## src/rtl/pipeline_pkg.sv

```systemverilog
// Shared pipeline-control types and defaults used by the hazard logic.
// Holds the divide FSM state type and the load-use match helper.
package pipeline_pkg;

    localparam int DIV_LATENCY_DEFAULT = 8;
    localparam int REG_W               = 5;
    localparam int DIV_CNT_W           = 8;

    typedef enum logic [1:0] {
        DIV_IDLE = 2'd0,
        DIV_BUSY = 2'd1,
        DIV_DONE = 2'd2
    } div_state_t;

    // x0 is hardwired to zero, so a load targeting it never creates a dependency.
    function automatic logic load_use_hit(
        input logic             is_load,
        input logic [REG_W-1:0] rd,
        input logic [REG_W-1:0] rs1,
        input logic [REG_W-1:0] rs2
    );
        return is_load && (rd != '0) && ((rd == rs1) || (rd == rs2));
    endfunction

endpackage

```

## src/rtl/sat_counter.sv

```systemverilog
// Saturating up-counter: advances by one per enabled cycle and holds at all-ones.
module sat_counter #(
    parameter int WIDTH = 32
) (
    input  logic             i_clk,
    input  logic             i_rst,
    input  logic             i_en,
    output logic [WIDTH-1:0] o_count
);

    logic [WIDTH-1:0] r_count;

    always_ff @(posedge i_clk or posedge i_rst) begin
        if (i_rst) begin
            r_count <= '0;
        end else if (i_en && (r_count != '1)) begin
            r_count <= r_count + WIDTH'(1);
        end
    end

    assign o_count = r_count;

endmodule

```

## src/rtl/hazard_unit.sv

```systemverilog
// Pipeline hazard controller: load-use and branch stalls/flushes plus a
// multi-cycle divide FSM that freezes the front end while the divider runs.
module hazard_unit
    import pipeline_pkg::*;
#(
    parameter int DIV_LATENCY = DIV_LATENCY_DEFAULT
) (
    input  logic             clk,
    input  logic             rst,
    input  logic [REG_W-1:0] Rs1D,
    input  logic [REG_W-1:0] Rs2D,
    input  logic [REG_W-1:0] RdE,
    input  logic             ResultSrcE0,
    input  logic             PCSrcE,
    input  logic             DivStartE,
    output logic             StallF,
    output logic             StallD,
    output logic             StallE,
    output logic             FlushD,
    output logic             FlushE,
    output logic             FlushM,
    output logic             DivBusy,
    output logic             DivDone,
    output logic [REG_W-1:0] DivRd,
    output logic [31:0]      StallCycles
);

    localparam logic [DIV_CNT_W-1:0] CNT_LOAD = DIV_CNT_W'(DIV_LATENCY - 1);

    div_state_t           r_state;
    logic [DIV_CNT_W-1:0] r_cnt;
    logic [REG_W-1:0]     r_div_rd;
    logic                 w_load_use;

    assign w_load_use = load_use_hit(ResultSrcE0, RdE, Rs1D, Rs2D);

    // DONE deliberately ignores DivStartE: the divide is still sitting in
    // Execute for that cycle and must not be launched a second time.
    always_ff @(posedge clk or posedge rst) begin
        if (rst) begin
            r_state  <= DIV_IDLE;
            r_cnt    <= '0;
            r_div_rd <= '0;
        end else begin
            case (r_state)
                DIV_IDLE: begin
                    if (DivStartE) begin
                        r_state  <= DIV_BUSY;
                        r_cnt    <= CNT_LOAD;
                        r_div_rd <= RdE;
                    end
                end
                DIV_BUSY: begin
                    if (r_cnt == '0) begin
                        r_state <= DIV_DONE;
                    end else begin
                        r_cnt <= r_cnt - DIV_CNT_W'(1);
                    end
                end
                DIV_DONE: r_state <= DIV_IDLE;
                default:  r_state <= DIV_IDLE;
            endcase
        end
    end

    // A running divide overrides everything; otherwise a taken branch beats
    // a load-use stall, since the dependent instruction is being squashed.
    always_comb begin
        StallF = 1'b0;
        StallD = 1'b0;
        StallE = 1'b0;
        FlushD = 1'b0;
        FlushE = 1'b0;
        FlushM = 1'b0;
        if (r_state == DIV_BUSY) begin
            StallF = 1'b1;
            StallD = 1'b1;
            StallE = 1'b1;
            FlushM = 1'b1;
        end else begin
            StallF = w_load_use && !PCSrcE;
            StallD = w_load_use && !PCSrcE;
            FlushD = PCSrcE;
            FlushE = w_load_use || PCSrcE;
        end
    end

    assign DivBusy = (r_state == DIV_BUSY);
    assign DivDone = (r_state == DIV_DONE);
    assign DivRd   = r_div_rd;

    sat_counter #(
        .WIDTH(32)
    ) u_stall_cnt (
        .i_clk  (clk),
        .i_rst  (rst),
        .i_en   (StallF),
        .o_count(StallCycles)
    );

endmodule

```

## config.mk

```make
export PLATFORM = sky130hd
export DESIGN_NAME = hazard_unit
export DESIGN_NICKNAME = d
export VERILOG_FILES = /design/src/rtl/pipeline_pkg.sv /design/src/rtl/sat_counter.sv /design/src/rtl/hazard_unit.sv
export SDC_FILE = /design/constraint.sdc
export NUM_CORES = 1
export LEC_CHECK = 0
export CORE_MARGIN = 2
export CORE_UTILIZATION = 40
export DETAILED_ROUTE_END_ITERATION = 8
export GPL_TIMING_DRIVEN = 0
export PLACE_DENSITY = 0.67
export RECOVER_POWER = 50
export SYNTH_ARGS = -nofsm -noshare
export SYNTH_HDL_FRONTEND = slang
export SYNTH_SLANG_ARGS = --single-unit
```

## constraint.sdc

```tcl
create_clock -name clk -period 2.7 [get_ports clk]
set_input_delay 0.27 -clock clk [delete_from_list [all_inputs] [get_ports clk]]
set_output_delay 0.27 -clock clk [all_outputs]
set_load 0.02 [all_outputs]
```

# == After elaboration in Yosys (flattened, before gate mapping) ==
# Cells that the tools add are included.
# word_totals
reg_bits,47
# op_classes
n_mux,10
eq_ne,8
n_reduce_logical,14
add_sub_neg,2
# op_table
cell,count
$add A32 B1 Y32 const B,1
$ne A32 B32 Y1 const B,1
$mux W8,2
$pmux W8 S2,1
$eq A5 B5 Y1,2
$logic_not A8 Y1,1
$sub A8 B1 Y8 const B,1
$reduce_bool A5 Y1,1
$logic_and A1 B1 Y1,4
$mux W1,4
$mux W2,2
$ne A2 B2 Y1 const B,2
$pmux W2 S2,1
$reduce_and A2 Y1,2
$reduce_and A3 Y1,1
$eq A2 B1 Y1 const B,1
$eq A2 B2 Y1 const B,1
$logic_not A2 Y1,1
$logic_or A1 B1 Y1,2
$ne A2 B1 Y1 const B,1
$reduce_bool A2 Y1,1
$logic_not A1 Y1,1

# == Logic depth before layout (Yosys ltp) ==
# logic_depth
depth_word,6
depth_mapped,8
ltp_nobuf,7

# == By module ==
# A second synthesis with hierarchy kept.
# unflattened
cells_unflattened,243
area_unflattened_um2,2474.9
# modules_own_cells
mod,area_each_um2,instances,seq_area_each_um2,cells_each
sat_counter,1561.5,1,800.8,139
hazard_unit,913.4,1,375.4,104

# == Least setup slack after synthesis ==
# No wires, ideal clock.
# synth_timing
kind,register to register
startpoint,"register u_stall_cnt.r_count[0], in the netlist u_stall_cnt.o_count[0]"
endpoint,"register u_stall_cnt.r_count[15], in the netlist u_stall_cnt.o_count[15]"
synth_period_minus_slack_ns,2.042
path_stages_with_launch,8
setup_ns,0.130
arrival_ns,1.912
slack_ns,0.658
cell_sequence,dfrtp_1 > ha_1 > and2_2 > nand4_4 > nor4_2 > a211o_1 > or3_4 > xnor2_2
# synth_between
elab_chain_cells,2
elab_cells_between_ends,3
cone_classes,add/sub: 1; eq/ne: 1; reduce/logical: 1
# synth_rtl
element,line_no,text
start: declaration,sat_counter.sv:11,logic [WIDTH-1:0] r_count;
start signal: assignment,sat_counter.sv:17,r_count <= r_count + WIDTH'(1);
branches (longest 2 deep; another with $add A32 B1 Y32),--,
# Several ways; the timed one is not identified.
# A chain may end at the register's enable or synchronous reset.

# == Worst setup path in the final report ==
# layout_timing
startpoint,input port RdE[1]
endpoint,output port StallF
# layout_between
elab_chain_cells,5
elab_cells_between_ends,8
cone_classes,eq/ne: 2; mux: 1; reduce/logical: 5
# layout_rtl
element,line_no,text
start: declaration,hazard_unit.sv:12,"input logic [REG_W-1:0] RdE,"
$eq A5 B5 Y1 or $reduce_bool A5 Y1 (tied branches),pipeline_pkg.sv:22,return is_load && (rd != '0) && ((rd == rs1) || (rd == rs2));
$logic_or A1 B1 Y1 or $logic_and A1 B1 Y1 (tied branches),pipeline_pkg.sv:22,
$logic_and A1 B1 Y1 (*),pipeline_pkg.sv:22,
$logic_and A1 B1 Y1 (*),hazard_unit.sv:81,StallF = w_load_use && !PCSrcE;
$mux W1 (*),hazard_unit.sv:75,if (r_state == DIV_BUSY) begin
end: declaration,hazard_unit.sv:16,"output logic StallF,"
# Every way passes the cells marked *; elsewhere a longest branch is shown, timed or not.

==> key figures <==
Yosys
  – Proportion of synthesized chip area in sequential cells: 0.458
  – Yosys reg bits: 47
  – Post-synth EDFFs: 0
  – Cell area after synthesis: 2570 um2
  – Syn Area/Cell: 10.7 um2
  – Cell variety after synth: 45
  – Synthesized instance count: 241
  – Post-synth ARST share: 1.00
  – Syn nets: 264
  – Synth Flop Type: dfrtp_1
  – Yosys warns: 0

Critical path
  – Worst Path Max Fanout: 6
  – Slowest CP cell: or4_1
  – CP Launch Type: input pin
  – CP max stage delay: 0.58 ns
  – Family with the most delay on the worst path: buffers and inverters
  – CP Buf/Inv Count: 4
  – Required time worst endpoint: 2.43 ns
  – CP dominant cell by count: buf_4
  – Critical Path End Type: output port
  – Data arrival, critical path: 2.25 ns
  – Critical path class: in2out
  – Cell Chain, Critical Path: clkdlybuf4s50_1 -> or4_1 -> o21ai_2 -> o31ai_2 -> buf_4 -> buf_4 -> dlygate4sd2_1

GRT
  – Initial antenna violation count: 0
  – GRT overflow: 0
  – GRT Util Overall: 0.161
  – Vias in the first global route: 1941
  – Largest net degree at the start of global routing: 41
  – First-pass GRT wire length: 9.21 mm

Placement
  – Global placement routability congestion: 0.789
  – Area post-placement: 3330 um2
  – DP Wirelength: 4.16 mm
  – IO Port Bufs: 64

STA
  – Actual slew at the worst max-slew pin: 0.969 ns
  – Tmin final: 2.52 ns
  – # setup viols final: 0
  – RSZ-0062 raised after global routing: no
  – Slew headroom: 0.354
  – Achievable Freq: 396 MHz
  – Post-route clock period utilization: 0.934
  – Max-slew violation count: 0
  – Setup TNS: 0 ns
  – Clk_skew: 0.00668 ns
  – Final Hold Viols: 0

Detailed routing
  – 1st-iter DRT viols: 93
  – First-pass DRT Iterations: 4
  – DRC Markers: 0
  – DR vias: 1980
  – Routed WL: 5.54 mm
  – ANT nets after route: 0
  – Drt wl/cell: 14.2 um
  – Post-DR vias/cell: 5.08

Clock tree
  – Clock Path Buffers: 2
  – Root Buffer: clkbuf_8
  – Total number of H-tree levels: 2
  – Worst-path clk slew: 0.08 ns
  – Num CTS Buffers: 5
  – Clock Sinks: 47
  – CTS tree: done
  – Worst skew pair latency: 0.30 ns

Layout
  – Post-layout util: 0.540
  – Area grow syn2layout: 32.1%
  – Final #Nets: 337
  – Share of layout cells above drive strength 1: 0.166
  – Commonest non-fill, non-tap cell in the layout: dfrtp_1
  – # fillers: 576
  – ANT cells: 0
  – Commonest non-fill, non-tap cells in the layout: 47 x dfrtp_1, 39 x clkdlybuf4s50_1, 24 x xnor2_1
  – Final instance area: 3390 um2
  – Multi-input logic area: 1290 um2
  – FF/Latch Area: 1180 um2

Die
  – Die Wd: 84.1 um
  – DIE AREA: 7080 um2
  – Ports: 65
  – Core Rows: 29
  – CORE AREA: 6280 um2
  – Initial core utilization: 0.409
  – Die H: 84.1 um

Power
  – Pwr dens: 725 nW/um2
  – P_leak: 1.39 nW
  – Peak VDD IR: 505 uV

Worst hold path
  – Worst min path class: in2async

Outcome
  – Run status: completed

Run
  – Max-cap viol count: 0
==> final timing paths <==
check | start | end | cells past startpoint | slack, ns
worst max-delay path | RdE[1] | StallF | 7 | 0.18
worst min-delay path | rst | r_cnt[1] | 2 | 0.34
worst max register to register | u_stall_cnt.o_count[0] | u_stall_cnt.o_count[15] | 7 | 0.65
worst min register to register | u_stall_cnt.o_count[11] | u_stall_cnt.o_count[11] | 1 | 0.49
max in group asynchronous | rst | u_stall_cnt.o_count[19] | 3 | 1.13
min in group clk | u_stall_cnt.o_count[11] | u_stall_cnt.o_count[11] | 1 | 0.49
==> state kept, by name, summed over array words and instances (netlist names) <==
name,flops
r_cnt,8
r_state,2
DivRd,5
u_stall_cnt.o_count,32
==> through the flow <==
stage | setup slack, ns | power, W | hold slack [ns] | std cells
after floorplan | 0.658 | 0.00167 | 0.422 | 241
after global placement | -0.235 | 0.00207 | 0.474 | 382
after detailed placement | -0.262 | 0.00211 | 0.479 | 383
after CTS | 0.0651 | 0.00250 | 0.190 | 389
after global routing | 0.0464 | 0.00260 | 0.355 | 390
final | 0.178 | 0.00246 | 0.337 | 390
==> worst register-to-register path: cells and delay by family, from the launching register on <==
family	cells	cell delay, ns
flops	1	0.42
simple gates	4	0.85
xor+xnor	1	0.13
fa+ha+maj	1	0.22
compound gates	1	0.32
==> cells in the mapped netlist (all sizes together), types with 2 or more instances <==
library cell  number  area share
a21oi              2      0.0039
a31oi              2      0.0049
and2               6       0.017
and3              10       0.027
and4               4       0.015
buf                8       0.026
clkbuf             3      0.0049
dfrtp             47        0.46
ha                 3       0.015
inv                5      0.0073
mux2               5       0.022
nand2             17       0.025
nand2b             2      0.0049
nand3             17       0.033
nand4             11       0.038
nor2              21       0.033
nor2b              2      0.0049
nor3              13       0.041
nor3b              3       0.011
nor4               2      0.0097
o21ai              2      0.0054
xnor2             25       0.088
xor2              21       0.072
==> power breakdown <==
| group | switching [W] | internal, W | total [W] | leakage [nW] |
|---|---|---|---|---|
| Clock | 0.000227 | 0.000173 | 0.000400 | 0.0371 |
| Sequential | 0.000132 | 0.000845 | 0.000978 | 0.567 |
| Combinational | 0.000581 | 0.000501 | 0.00108 | 0.786 |
==> area by class of cell <==
class,instances,area share
multi-input cells,178,0.381
flip-flops and latches,47,0.347
repair buffers,66,0.193
well taps,77,0.0284
plain buffers,11,0.0240
clock buffers,6,0.0214
inverters,5,0.00553
==> per-layer routing <==
metal  share of wire  routed length [um]  vias to the layer above  GRT usage
li1                -                   -                      966          -
met3           0.043                 238                       10     0.0442
met1            0.48                2640                      956      0.222
met5               0                   0                        -          0
met4           0.020                 108                        0     0.0528
met2            0.46                2550                       48      0.247
==> timing repair <==
action / in CTS / in global routing
setup buffers: 0 / 1
hold buffers: 0 / 0
gates resized for setup: 4 / 1
endpoints found under the setup margin: 2 / 2
hold endpoints to repair: 0 / 0
==> kinds of logic after synthesis <==
kind of cell    share of synthesized area
buf+inv                            0.0380
compound gates                     0.0360
fa+ha+maj                          0.0146
mux                                0.0258
flops                               0.458
xor+xnor                            0.160
simple gates                        0.268
Power figures use the tool's default switching activity.
